==> config.mk <==
export PLATFORM = sky130hd
export DESIGN_NAME = ultrasonic_scan_scheduler
export DESIGN_NICKNAME = d
export VERILOG_FILES = /design/src/rtl/ultrasonic_scan_scheduler.sv
export SDC_FILE = /design/constraint.sdc
export NUM_CORES = 1
export LEC_CHECK = 0
export ABC_CLOCK_PERIOD_IN_PS = 5050
export BUFFER_PORTS_ARGS = -buffer_cell sky130_fd_sc_hd__buf_2
export CELL_PAD_IN_SITES_DETAIL_PLACEMENT = 0
export CELL_PAD_IN_SITES_GLOBAL_PLACEMENT = 1
export CORE_ASPECT_RATIO = 1.5
export CORE_UTILIZATION = 48
export DETAILED_ROUTE_END_ITERATION = 8
export GPL_TIMING_DRIVEN = 0
export HOLD_SLACK_MARGIN = 0.12
export PLACE_DENSITY_LB_ADDON = 0.2
export REMOVE_ABC_BUFFERS = 1
export SYNTH_ARGS = -nofsm -noshare
export SYNTH_HDL_FRONTEND = slang
export SYNTH_SLANG_ARGS = --single-unit
==> constraint.sdc <==
create_clock -name clk -period 5.05 [get_ports clk]
set_input_delay 0.7575 -clock clk [delete_from_list [all_inputs] [get_ports clk]]
set_output_delay 0.7575 -clock clk [all_outputs]
set_load 0.01 [all_outputs]
==> src/rtl/ultrasonic_scan_scheduler.sv <==
// -----------------------------------------------------------------------------
// ultrasonic_scan_scheduler
// Round-robin scheduler sharing one echo-timing engine across N HC-SR04-style
// ultrasonic sensors: trigger, time the echo, convert to cm, store per sensor,
// then idle for an inter-ping gap to avoid crosstalk.
//
// Ports:
//   clk           system clock
//   reset_p       synchronous active-high reset
//   enable        scanning runs while high (a started ping always completes)
//   echo[N]       raw asynchronous echo inputs
//   trig[N]       trigger outputs, at most one high
//   dist_flat     latest distance per sensor, sensor i at [9i+8:9i]
//   data_valid    one-cycle pulse when a result is written
//   data_id       sensor index of current / most recent measurement
//   data_timeout  qualifies data_valid: result came from a timeout
//
// Optional build macro TIMEOUT_HOLD_EN: when defined, a timeout leaves the
// stored distance unchanged instead of writing 511.
// -----------------------------------------------------------------------------
module ultrasonic_scan_scheduler #(
    parameter int unsigned N_SENSORS  = 4,
    parameter int unsigned CLK_MHZ    = 125,
    parameter int unsigned TRIG_US    = 10,
    parameter int unsigned TIMEOUT_US = 25000,
    parameter int unsigned GAP_US     = 60000,
    parameter int unsigned US_PER_CM  = 58,
    localparam int unsigned ID_W      = $clog2(N_SENSORS)
) (
    input  logic                   clk,
    input  logic                   reset_p,
    input  logic                   enable,
    input  logic [N_SENSORS-1:0]   echo,
    output logic [N_SENSORS-1:0]   trig,
    output logic [9*N_SENSORS-1:0] dist_flat,
    output logic                   data_valid,
    output logic [ID_W-1:0]        data_id,
    output logic                   data_timeout
);

    localparam int unsigned PRE_W    = $clog2(CLK_MHZ + 1);
    localparam int unsigned MAX_US_A = (TRIG_US > GAP_US) ? TRIG_US : GAP_US;
    localparam int unsigned MAX_US   = (TIMEOUT_US > MAX_US_A) ? TIMEOUT_US : MAX_US_A;
    localparam int unsigned US_W     = $clog2(MAX_US + 1);
    localparam int unsigned SUB_W    = $clog2(US_PER_CM + 1);
    localparam int unsigned CM_W     = 9;
    localparam logic [CM_W-1:0] CM_MAX = '1;

    typedef enum logic [2:0] {
        S_IDLE,
        S_TRIG,
        S_WAIT_RISE,
        S_MEASURE,
        S_GAP
    } state_t;

    state_t                state_q;
    logic [PRE_W-1:0]      pre_q;      // cycles within the current microsecond
    logic [US_W-1:0]       us_q;       // trig width / timeout / gap microseconds
    logic [SUB_W-1:0]      sub_q;      // microseconds within the current cm
    logic [CM_W-1:0]       cm_q;
    logic [ID_W-1:0]       id_q;
    logic [N_SENSORS-1:0]  trig_q;
    logic [CM_W-1:0]       dist_q [N_SENSORS];
    logic                  valid_q;
    logic                  tmo_q;
    logic [N_SENSORS-1:0]  echo_s1_q;
    logic [N_SENSORS-1:0]  echo_s2_q;
    logic [N_SENSORS-1:0]  echo_s3_q;  // previous synchronized value for edge detect

    logic                  tick_c;
    logic                  rise_c;
    logic                  fall_c;
    logic                  done_c;
    logic                  tmo_c;
    logic [ID_W-1:0]       next_id_c;
    logic [N_SENSORS-1:0]  one_c;

    // Tick, echo edges of the selected sensor, and measurement-end events
    always_comb begin
        one_c     = {{(N_SENSORS-1){1'b0}}, 1'b1};
        tick_c    = (pre_q == PRE_W'(CLK_MHZ - 1));
        rise_c    = echo_s2_q[id_q] & ~echo_s3_q[id_q];
        fall_c    = ~echo_s2_q[id_q] & echo_s3_q[id_q];
        done_c    = (state_q == S_MEASURE) && fall_c;
        // An echo fall in the same cycle as the timeout takes priority
        tmo_c     = ((state_q == S_WAIT_RISE) || (state_q == S_MEASURE)) && tick_c
                    && (us_q == US_W'(TIMEOUT_US - 1)) && !done_c;
        next_id_c = (id_q == ID_W'(N_SENSORS - 1)) ? '0 : id_q + 1'b1;
    end

    // Synchronizer, prescaler, counters and scan FSM
    always_ff @(posedge clk) begin
        if (reset_p) begin
            state_q   <= S_IDLE;
            pre_q     <= '0;
            us_q      <= '0;
            sub_q     <= '0;
            cm_q      <= '0;
            id_q      <= '0;
            trig_q    <= '0;
            valid_q   <= 1'b0;
            tmo_q     <= 1'b0;
            echo_s1_q <= '0;
            echo_s2_q <= '0;
            echo_s3_q <= '0;
            for (int i = 0; i < int'(N_SENSORS); i++) begin
                dist_q[i] <= '0;
            end
        end else begin
            echo_s1_q <= echo;
            echo_s2_q <= echo_s1_q;
            echo_s3_q <= echo_s2_q;
            valid_q   <= 1'b0;
            tmo_q     <= 1'b0;
            pre_q     <= tick_c ? '0 : pre_q + 1'b1;

            if (done_c || tmo_c) begin
                state_q <= S_GAP;
                pre_q   <= '0;
                us_q    <= '0;
                valid_q <= 1'b1;
                tmo_q   <= tmo_c;
`ifdef TIMEOUT_HOLD_EN
                if (done_c) begin
                    dist_q[id_q] <= cm_q;
                end
`else
                dist_q[id_q] <= done_c ? cm_q : CM_MAX;
`endif
            end else begin
                case (state_q)
                    S_IDLE: begin
                        if (enable) begin
                            state_q <= S_TRIG;
                            trig_q  <= one_c << id_q;
                            pre_q   <= '0;
                            us_q    <= '0;
                        end
                    end
                    S_TRIG: begin
                        if (tick_c) begin
                            if (us_q == US_W'(TRIG_US - 1)) begin
                                state_q <= S_WAIT_RISE;
                                trig_q  <= '0;
                                us_q    <= '0;
                            end else begin
                                us_q <= us_q + 1'b1;
                            end
                        end
                    end
                    S_WAIT_RISE: begin
                        if (tick_c) begin
                            us_q <= us_q + 1'b1;
                        end
                        // Only a low-to-high transition seen here starts a measurement
                        if (rise_c) begin
                            state_q <= S_MEASURE;
                            pre_q   <= '0;
                            sub_q   <= '0;
                            cm_q    <= '0;
                        end
                    end
                    S_MEASURE: begin
                        if (tick_c) begin
                            us_q <= us_q + 1'b1;
                            if (sub_q == SUB_W'(US_PER_CM - 1)) begin
                                sub_q <= '0;
                                if (cm_q != CM_MAX) begin
                                    cm_q <= cm_q + 1'b1;
                                end
                            end else begin
                                sub_q <= sub_q + 1'b1;
                            end
                        end
                    end
                    S_GAP: begin
                        if (tick_c) begin
                            if (us_q == US_W'(GAP_US - 1)) begin
                                id_q  <= next_id_c;
                                us_q  <= '0;
                                pre_q <= '0;
                                if (enable) begin
                                    state_q <= S_TRIG;
                                    trig_q  <= one_c << next_id_c;
                                end else begin
                                    state_q <= S_IDLE;
                                end
                            end else begin
                                us_q <= us_q + 1'b1;
                            end
                        end
                    end
                    default: begin
                        state_q <= S_IDLE;
                        trig_q  <= '0;
                    end
                endcase
            end
        end
    end

    // Flatten per-sensor results onto the output bus
    always_comb begin
        dist_flat = '0;
        for (int i = 0; i < int'(N_SENSORS); i++) begin
            dist_flat[9*i +: 9] = dist_q[i];
        end
    end

    assign trig         = trig_q;
    assign data_valid   = valid_q;
    assign data_id      = id_q;
    assign data_timeout = tmo_q;

endmodule

# After elaboration in Yosys (flattened, before gate mapping)
# Memories as Yosys holds them, arrays and structs flattened.
# Index checks and enable logic that the tools add are counted.
[totals]
latchBits = 0
reg_bits = 61
input_bits = 7
word_cells = 131
mem_count = 1
romBits = 0
ram_bits = 36
output_inout_bits = 44
[op_classes]
n_mux = 52
multipliers = 0
div = 0
reduce_logical = 21
shift = 2
addsub = 5
eq_ne = 29
order_cmp = 1
n_bitwise = 7
[memory_table]
columns = ["memory", "words", "word_bits", "read_ports", "rd_ports_with_merged_regs", "write_ports", "line_no", "source"]
rows = [
  ["dist_q", 4, 9, 4, 0, 4, "64", "logic [CM_W-1:0] dist_q [N_SENSORS];"],
]
[op_table]
columns = ["operator", "count"]
rows = [
  ["$mux W16", 6],
  ["$pmux W16 S4", 1],
  ["$mux W9", 6],
  ["$mux W7", 5],
  ["$mux W4", 6],
  ["$mux W3", 7],
  ["$pmux W7 S3", 1],
  ["$mux W6", 3],
  ["$pmux W9 S2", 1],
  ["$add A16 B1 Y16 const B", 1],
  ["$eq A16 B15 Y1 const B", 1],
  ["$eq A16 B16 Y1 const B", 1],
  ["$eq A16 B4 Y1 const B", 1],
  ["$ne A2 B2 Y1 const B", 8],
  ["$pmux W4 S4", 1],
  ["$ne A3 B3 Y1 const B", 5],
  ["$pmux W3 S5", 1],
  ["$reduce_and A7 Y1", 2],
  ["$pmux W6 S2", 1],
  ["$add A9 B1 Y9 const B", 1],
  ["$mux W1", 9],
  ["$ne A9 B9 Y1 const B", 1],
  ["$reduce_or A9 Y1", 1],
  ["$ne A2 B1 Y1 const B", 4],
  ["27 further kinds", 43],
]

# Longest topological paths before layout
# Gate-level depths: netlist of the first run.
[logic_depth]
word_depth = 13
depth_mapped = 10
mapped_depth_nobuf = 10

# Worst setup path before layout of the first run
# OpenSTA, ideal clock, no wires.
[synth_timing]
path_type = "reg-to-reg"
start = "reg us_q[4]"
end = "mem dist_q[0][0], enable pin"
setup_slack_ns = 2.171
setup_time_ns = 0.390
t_required_ns = 4.660
path_stages_with_launch = 9
n_path_buf = 2
t_arrival_ns = 2.489
synth_period_minus_slack_ns = 2.879
path_cell_list = "dfxtp_1 -> buf_6 -> or4_4 -> nor3_1 -> nand4_2 -> nand2_1 -> nand2_1 -> clkbuf_1 -> o31ai_1"
[synth_rtl]
columns = ["element", "line_no", "source"]
rows = [
  ["start, declared", "59", "logic [US_W-1:0] us_q;"],
  ["start signal, assigned", "148", "us_q <= us_q + 1'b1;"],
  ["start signal, assigned", "154", "us_q <= us_q + 1'b1;"],
  ["start signal, assigned", "166", "us_q <= us_q + 1'b1;"],
  ["end, declared", "64", ""],
]

==> qor.txt, run 1 <==
Status: finished clean
Critical path arrival: 3.85 ns
Most frequent cells in the layout: 78 x nor2_1, 61 x dfxtp_1, 50 x buf_2
GP Congestion: 0.885
Area Growth Syn to Fin: 12.4%
Compound-gate portion of the synthesized area: 9.87%
Hold path endpoint: echo_s2_q[3]
Clk slew on worst S/H paths: 0.07 ns
Core Area: 8880 um2
Global-route wire length before repair: 15.9 mm
Asr flop ratio synth: 0%
Setup CP Type: flip-flop to flip-flop
Postcts setup bufs: 0
Final Critical Period: 3.89 ns
Adder-Cell Fraction of Synth Area: 2.83%
Sw Pwr: 0.455 mW
Vias in the first global route: 3292
VDD IR-drop max: 199 uV
Synthesis Warnings: 0
Die ar.: 9620 um2
Maximum operating frequency: 0.257 GHz
R2R Setup Slk: 1.16 ns
Commonest non-fill, non-tap cell in the layout: nor2_1
Startpoint of the worst hold path: echo_s1_q[3]
Fin crit share: 77.1%
Simple-Gate Fraction of Synth Area: 26.7%
Leakage power: 1.98 nW
CP endpoint kind: flip-flop
Largest net degree at the start of global routing: 30
Reg2Reg Capture Point: dist_q[0][2]
Total negative slack: 0 ns
Post-route ant nets: 0
Wire length per cell: 15.9 um
Number of port buffers: 50
Longest Clk Path Bufs: 2
Reg power frac: 51.0%
Internal power: 1.25 mW
Layout cells sized above 1: 15.8%
Clock power share: 37.1%
Hold Path Stages: 1
#FFs+latches synth: 97
Gr usage total: 21.8%
Maximum fanout along the worst path: 21
DRT iter0 DRCs: 235
Antenna Cells: 0
GRT overflow: 0
Die extent in x: 80.4 um
Mux share of post-synthesis cell area: 1.36%
Pre-antenna DRT Iters: 4
Pwr Density: 342 nW/um2
Unrepaired setup endpoints after global routing: no
Pre-CTS worst setup slack: 1.22 ns
Power share of the combinational group: 12.0%
Boundary Pins: 51
Cells after Synth: 454
Largest family of logic cells by synthesized area: simple AND/OR/NAND/NOR gates
Die height: 120 um
Maxcap violations: 0
Rows: 42
Post-Synth XOR/XNOR Area: 3.76%
Distinct cells, synth: 60
Sequential share of the synthesized area: 52.0%
WP data required: 5.01 ns
Initial Utilization: 49.8%
Final setup viols: 0
Worst r2r src: state_q[0]
Final hold violation count: 0
Power, Total: 1.70 mW
Switching Fraction: 26.8%
Final design utilization: 56.0%
# H-tree levels: 3
Hold Path Class: flip-flop to flip-flop
Hpwl dp: 6.85 mm
Cts repair resizes: 0
Post-synthesis instance area: 4430 um2
Worst rel slew slack: 14.5%
Clk sinks: 97
R2r worst-path depth: 6
Nets: 507
DRT Wirelength: 9.63 mm
Drt drc: 0
Setup Skew: 0.00528 ns
Clock root cell: clkbuf_16
DR vias/cell: 5.68
Setup crit start kind: flip-flop
Fin. max-slew vios: 0
Initial antenna violation count: 0
Worst Max-Slew Pin Slew: 1.27 ns
Post-CTS Hold Fix Bufs: 0
Mean Syn Cell Area: 9.75 um2
Via count: 3439
Primary FF master, synth: dfxtp_1
Number of synthesized flops with an enable pin: 36
Final worst slack: 1.16 ns
TritonCTS Buffers: 9
CTS tree: done
Clk_lat worst skew: 0.34 ns
==> how the worst max path moves through the flow <==
stage / from / endpoint / slack, ns / cells after the start
after floorplan: data_id[1] / dist_q[0][0] / 2.01 / 5
after global placement: state_q[0] / dist_q[0][5] / 1.29 / 6
after detailed placement: state_q[0] / dist_q[0][7] / 1.22 / 6
after CTS: state_q[0] / dist_q[0][6] / 1.16 / 6
after global routing: state_q[0] / dist_q[0][4] / 0.90 / 6
final: state_q[0] / dist_q[0][2] / 1.16 / 6
==> routing by layer <==
metal	share of wire [%]	wire length, um	track usage [%]	vias up
li1	-	-	-	1710
met1	40	3890	23.7	1631
met2	54	5170	39.9	81
met3	3.4	325	3.65	17
met4	2.5	242	10.2	0
met5	0	0	0	-
==> stage by stage <==
stage,cells,hold WS [ns],area [um2]
floorplan,429,0.414,4310
global placement,589,0.416,4700
detailed placement,589,0.427,4700
CTS,605,0.443,4970
global route,605,0.460,4970
finish,605,0.439,4970
==> cells by family after synthesis <==
kind of cell	Yosys count
DFF	97
buffers and inverters	36
xor gates and xnor gates	19
AOI/OAI and AO/OA	61
and+or+nand+nor	225
muxes	6
adders and majority gates	10
==> critical path: stages (launching register included) <==
cell and delay [ns]:
dfxtp_1 0.58, nor2b_1 0.42, nand2_1 0.27, a211o_1 0.51, nand2_1 0.16, nand2_1 0.40
o31ai_1 1.18
==> synthesized netlist by cell type (2+ instances only) <==
master	number	area share [%]
or4_4	2	0.51
or4_1	7	1.2
nor2_1	78	6.6
dfxtp_1	61	28
nand4_1	8	1.1
edfxtp_1	36	24
nand3b_2	2	0.51
nand3_1	24	2.7
a41oi_1	2	0.40
o21ai_0	10	1.1
buf_1	2	0.17
nor2b_1	13	1.8
or3_1	5	0.71
nor4bb_1	2	0.45
and3_1	9	1.3
nor4b_1	3	0.59
nor3b_1	2	0.34
inv_1	11	0.93
ha_1	10	2.8
a211oi_1	3	0.51
xor2_1	7	1.4
nor4_1	15	2.1
o31ai_1	10	1.7
a31oi_1	5	0.71
nor3_1	10	1.1
mux2i_1	6	1.4
a21o_1	2	0.34
nand2b_1	2	0.28
xnor2_1	12	2.4
buf_4	2	0.34
nand2_1	32	2.7
nand4b_1	2	0.40
buf_2	3	0.34
a21oi_1	14	1.6
clkbuf_1	17	1.4
==> flip-flops by register name, summed over array words and instances (netlist names), 3 cells and up <==
register	count
cm_q	9
sub_q	6
echo_s1_q	4
pre_q	7
dist_q	36
us_q	16
echo_s2_q	4
state_q	3
echo_s3_q	4
trig	4
==> cell type report <==
class	instances	area [um2]
flip-flops and latches	97	2300
inverters	11	41.3
clock buffers	11	233
clock inverters	5	38.8
repair buffers	50	250
well taps	110	138
fillers	826	3910
multi-input cells	321	1970
==> power by group through the flow <==
| stage | registers [mW] | logic [mW] | clock network [mW] |
|---|---|---|---|
| 4_1_cts | 0.867 | 0.206 | 0.644 |
| 2_1_floorplan | 0.884 | 0.140 | 0 |
| 3_3_place_gp | 0.883 | 0.201 | 0 |
| 6_report | 0.867 | 0.204 | 0.631 |
| 3_5_place_dp | 0.885 | 0.204 | 0 |
| 5_1_grt | 0.871 | 0.228 | 0.673 |
No activity file was read; power rests on OpenSTA's default activity.
==> run 2: changes to the inputs <==
--- a/config.mk
+++ b/config.mk
@@ -5,12 +5,12 @@
 export SDC_FILE = /design/constraint.sdc
 export NUM_CORES = 1
 export LEC_CHECK = 0
-export ABC_CLOCK_PERIOD_IN_PS = 5050
+export ABC_CLOCK_PERIOD_IN_PS = 3180
 export BUFFER_PORTS_ARGS = -buffer_cell sky130_fd_sc_hd__buf_2
 export CELL_PAD_IN_SITES_DETAIL_PLACEMENT = 0
 export CELL_PAD_IN_SITES_GLOBAL_PLACEMENT = 1
 export CORE_ASPECT_RATIO = 1.5
-export CORE_UTILIZATION = 48
+export CORE_UTILIZATION = 41
 export DETAILED_ROUTE_END_ITERATION = 8
 export GPL_TIMING_DRIVEN = 0
 export HOLD_SLACK_MARGIN = 0.12
==> constraint.sdc (replaced) <==
create_clock -name clk -period 3.18 [get_ports clk]
set_input_delay 0.477 -clock clk [delete_from_list [all_inputs] [get_ports clk]]
set_output_delay 0.477 -clock clk [all_outputs]
set_load 0.01 [all_outputs]
==> run 2 against run 1 <==
Effect of this change:
- the flow now finishes with violations (DRC)
- cell count up 5.6%
- flip-flop and latch count did not move
- clock skew is 0.0025 ns higher
- via count down 2.0%
- non-clock buffer count stayed put
- core utilization shrank 7.8 points
- power is 64% higher
==> qor.txt, run 2 (synthesis gave the netlist of run 1 again) <==
Largest Register: dist_q
Multi-input logic area: 2000 um2
Maxcap violations: 0
Final Critical Period: 2.91 ns
Wire length per cell: 14.7 um
Number of port buffers: 50
Post-route insts no fill: 639
Largest net degree at the start of global routing: 30
Power, Total: 2.79 mW
Placed cell count: 623
Hold Path Class: primary input to flip-flop
GP Congestion: 0.826
Fin crit share: 91.7%
Rows: 46
Core Area: 10500 um2
Fin. max-slew vios: 0
Area Growth Syn to Fin: 14.8%
Setup CP Type: flip-flop to flip-flop
Postcts setup bufs: 0
Vias in the first global route: 3245
Failing checks: DRC
Worst rel slew slack: 38.7%
Setup Skew: 0.00775 ns
Final hold violation count: 0
Setup crit start kind: flip-flop
Boundary Pins: 51
Drt drc: 1
Fillers: 1022
Longest Clk Path Bufs: 2
Pre-CTS worst setup slack: -0.666 ns
Die extent in x: 86.8 um
Initial Utilization: 42.0%
Final setup viols: 0
Internal power: 2.06 mW
DRT iter0 DRCs: 138
Clk sinks: 97
Worst Max-Slew Pin Slew: 0.911 ns
Pwr Density: 550 nW/um2
DR vias/cell: 5.27
Clk slew on worst S/H paths: 0.07 ns
Critical path arrival: 2.94 ns
Initial antenna violation count: 0
Total negative slack: 0 ns
Power share of the combinational group: 11.7%
Sw Pwr: 0.730 mW
Reg power frac: 49.3%
Clock root cell: clkbuf_16
Nets: 507
# H-tree levels: 3
Status: finished with violations
Clk_lat worst skew: 0.34 ns
Register Area: 2310 um2
Post-route ant nets: 0
Clock power share: 39.1%
Maximum fanout along the worst path: 21
Global-route wire length before repair: 15.9 mm
Layout cells sized above 1: 18.2%
Largest regs: dist_q (36), us_q (16), cm_q (9)
GRT overflow: 0
Most frequent cells in the layout: 78 x nor2_1, 58 x dfxtp_1, 50 x buf_2
Final design utilization: 48.2%
Largest register FFs: 36
TritonCTS Buffers: 9
WP data required: 3.21 ns
Via count: 3369
Final worst slack: 0.265 ns
VDD IR-drop max: 327 uV
Antenna Cells: 0
Commonest non-fill, non-tap cell in the layout: nor2_1
Hpwl dp: 6.94 mm
Leakage power: 2.00 nW
Switching Fraction: 26.1%
DRT Wirelength: 9.40 mm
Gr usage total: 18.3%
Unrepaired setup endpoints after global routing: no
CP endpoint kind: flip-flop
Die ar.: 11200 um2
Die height: 129 um
Pre-antenna DRT Iters: 6
CTS tree: done
Maximum operating frequency: 0.343 GHz
[run 2: changes by cell type in the layout (fill, tap and decap cells not counted), sizes merged]
cell	change
clkbuf	-2
bufinv	+1
clkinv	-1
clkinvlp	+1
inv	+1
[run 2: power by group through the flow]
stage	Clock (mW)	Sequential, mW	Combinational (mW)
finish	1.09	1.38	0.326
global route	1.17	1.38	0.370
CTS	1.11	1.38	0.332
detailed placement	0	1.40	0.327
global placement	0	1.40	0.325
floorplan	0	1.40	0.223
[run 2: layout make-up]
class	count	share of cell area [%]
inverter	11	0.813
sequential	97	45.4
clock buffer	9	4.43
timing repair buffer	50	4.93
multi-input combinational	321	39.4
tap	144	3.55
clock inverter	7	1.50
[run 2: what timing repair did]
item	CTS	global route
hold endpoints to repair	0	0
hold buffers	0	0
endpoints found under the setup margin	35	33
resized for setup	8	3
[run 2: critical path, cell delays in order, from the launching register on]
cell and delay, ns:
dfxtp_1 0.39, or4_4 0.59, nor3_1 0.19, nand4_2 0.26, nand2_1 0.20, nand2_2 0.26, inv_1 0.22, nand3b_2 0.22
nand2_2 0.26
[run 2: metal layers]
| layer | share of wire [%] | wire length (um) | up-vias | GRT usage [%] |
|---|---|---|---|---|
| met4 | 1.1 | 106 | 0 | 6.18 |
| met5 | 0 | 0 | - | 0 |
| li1 | - | - | 1718 | - |
| met3 | 3.7 | 350 | 7 | 3.50 |
| met1 | 40 | 3760 | 1571 | 20.4 |
| met2 | 55 | 5190 | 73 | 34.4 |
[run 2: stage by stage]
| stage | hold WS, ns | area (um2) |
|---|---|---|
| after floorplan | 0.414 | 4310 |
| after global placement | 0.419 | 4740 |
| after detailed placement | 0.427 | 4740 |
| after CTS | 0.341 | 5070 |
| after global routing | 0.355 | 5080 |
| final | 0.345 | 5080 |
[run 2: path summary, 6_finish.rpt]
path                      from           end  slack, ns  cells past startpoint
setup reg to reg       us_q[4]  dist_q[2][8]       0.27                      8
hold / removal         echo[0]  echo_s1_q[0]       0.35                      2
hold reg to reg   echo_s1_q[0]  echo_s2_q[0]       0.44                      1
setup / recovery       us_q[4]  dist_q[2][8]       0.27                      8
==> run 3: changes to the inputs <==
--- a/config.mk
+++ b/config.mk
@@ -5,12 +5,12 @@
 export SDC_FILE = /design/constraint.sdc
 export NUM_CORES = 1
 export LEC_CHECK = 0
-export ABC_CLOCK_PERIOD_IN_PS = 3180
+export ABC_CLOCK_PERIOD_IN_PS = 3300
 export BUFFER_PORTS_ARGS = -buffer_cell sky130_fd_sc_hd__buf_2
 export CELL_PAD_IN_SITES_DETAIL_PLACEMENT = 0
 export CELL_PAD_IN_SITES_GLOBAL_PLACEMENT = 1
 export CORE_ASPECT_RATIO = 1.5
-export CORE_UTILIZATION = 41
+export CORE_UTILIZATION = 45
 export DETAILED_ROUTE_END_ITERATION = 8
 export GPL_TIMING_DRIVEN = 0
 export HOLD_SLACK_MARGIN = 0.12
==> constraint.sdc (replaced) <==
create_clock -name clk -period 3.3 [get_ports clk]
set_input_delay 0.495 -clock clk [delete_from_list [all_inputs] [get_ports clk]]
set_output_delay 0.495 -clock clk [all_outputs]
set_load 0.01 [all_outputs]
==> run 3 against run 2 <==
Effect of this change:
- the run now ends clean
- core utilization up 4.1 points
- clock power down 6%
- power down 4.4%
- setup slack better by 0.022 ns
- first-iteration DRC count up 21%
- die area down 8.7%
- count of clock-buffer cells in the layout unchanged
- global-route usage up 0.56 points
- clock skew up 0.0023 ns
- cell area down 0.81%
- critical path type unchanged
- highest routed layer unchanged
==> qor.txt, run 3 (synthesis gave the netlist of run 1 again) <==
Status: finished clean
CTS tree: done
Vias in the first global route: 3173
Worst Max-Slew Pin Slew: 0.933 ns
CP endpoint kind: flip-flop
Clk slew on worst S/H paths: 0.07 ns
VDD IR-drop max: 343 uV
Largest regs: dist_q (36), us_q (16), cm_q (9)
Clk_lat worst skew: 0.35 ns
Maximum operating frequency: 0.332 GHz
Initial Utilization: 45.9%
Die extent in x: 83.0 um
Maximum fanout along the worst path: 25
Fillers: 909
Antenna Cells: 0
Crit-path max cell delay: 0.63 ns
Number of port buffers: 50
Fin crit share: 91.3%
Core Area: 9630 um2
Clock root cell: clkbuf_16
Setup CP Type: flip-flop to flip-flop
Via count: 3392
Commonest non-fill, non-tap cell in the layout: nor2_1
Pre-antenna DRT Iters: 4
Largest Register: dist_q
Crit-path cells: nor2_1 > a221oi_1 > a211o_1 > nand2_1 > nand2_2 > inv_1 > nand3b_2 > nand2_2
Largest net degree at the start of global routing: 30
Leakage power: 2.00 nW
Register Area: 2310 um2
Fin. max-slew vios: 0
Clk sinks: 97
DRT iter0 DRCs: 167
WP data required: 3.34 ns
Longest Clk Path Bufs: 2
Setup crit start kind: flip-flop
Multi-input logic area: 2000 um2
CP max stage cell: dfxtp_2
Die ar.: 10200 um2
Postcts setup bufs: 0
Rows: 44
TritonCTS Buffers: 9
Maxcap violations: 0
Drt drc: 0
Gr usage total: 18.9%
# H-tree levels: 3
DR vias/cell: 5.56
Hpwl dp: 6.76 mm
Largest register FFs: 36
Global-route wire length before repair: 15.4 mm
Post-route insts no fill: 610
Initial antenna violation count: 0
Unrepaired setup endpoints after global routing: no
Post-route ant nets: 0
Final setup viols: 0
CP dominant cell by count: nand2_2
Setup Skew: 0.0100 ns
Boundary Pins: 51
Worst rel slew slack: 37.2%
Pwr Density: 530 nW/um2
Most frequent cells in the layout: 78 x nor2_1, 58 x dfxtp_1, 50 x buf_2
GRT overflow: 0
Post-CTS Hold Fix Bufs: 0
DRT Wirelength: 9.44 mm
Final hold violation count: 0
Total negative slack: 0 ns
Wire length per cell: 15.5 um
Placed cell count: 594
Final Critical Period: 3.01 ns
Area Growth Syn to Fin: 13.8%
Die height: 123 um
Critical path arrival: 3.05 ns
GP Congestion: 0.848
Hold Path Class: primary input to flip-flop
Nets: 507
Layout cells sized above 1: 18.0%
[run 3: routing by layer]
metal,vias up,part of all wire [%],track usage (%)
met2,87,54,36.6
li1,1706,-,-
met4,0,2.5,8.73
met5,-,0,0
met3,15,3.0,2.47
met1,1584,41,20.3
[run 3: final timing paths]
path | start | end | slack [ns] | depth (start not counted)
hold / removal | echo[0] | echo_s1_q[0] | 0.36 | 2
setup / recovery | data_id[1] | dist_q[2][2] | 0.29 | 8
hold reg to reg | echo_s1_q[0] | echo_s2_q[0] | 0.44 | 1
setup reg to reg | data_id[1] | dist_q[2][2] | 0.29 | 8
[run 3: metrics by stage]
step / setup WS (ns) / total power, mW / hold slack, ns / cell area [um2] / utilization (%)
3_5_place_dp: -0.566 / 1.67 / 0.425 / 4710 / 48.9
6_report: 0.287 / 2.67 / 0.358 / 5040 / 52.3
5_1_grt: 0.0154 / 2.79 / 0.365 / 5040 / 52.3
3_3_place_gp: -0.504 / 1.66 / 0.418 / 4710 / 48.9
2_1_floorplan: 0.260 / 1.57 / 0.414 / 4310 / -
4_1_cts: 0.0838 / 2.69 / 0.349 / 5020 / 52.1
[run 3: worst max-delay path, delay by kind of cell (launching register included)]
kind / cells / cell delay [ns]
compound gates: 2 / 0.82
flops: 1 / 0.63
buf+inv: 1 / 0.16
simple gates: 5 / 1.08
[run 3: report_power, final]
part / internal [mW] / leakage (nW) / switching [mW]
clock network: 0.535 / 0.143 / 0.495
registers: 1.28 / 0.867 / 0.0439
logic: 0.110 / 0.985 / 0.204
total: 1.93 / 2.00 / 0.743
[run 3: layout make-up]
cell class                      count  area share (%)
Clock inverter                      7            1.44
Multi-Input combinational cell    321            39.7
Timing Repair Buffer               50            4.97
Tap cell                          115            2.86
Clock buffer                        9            4.47
Inverter                           11           0.820
Sequential cell                    97            45.8
[run 3: timing repair]
| action | 4_1_cts | 5_1_grt |
|---|---|---|
| endpoints found under the hold margin | 0 | 0 |
| resized for setup | 5 | 5 |
| endpoints found under the setup margin | 33 | 38 |
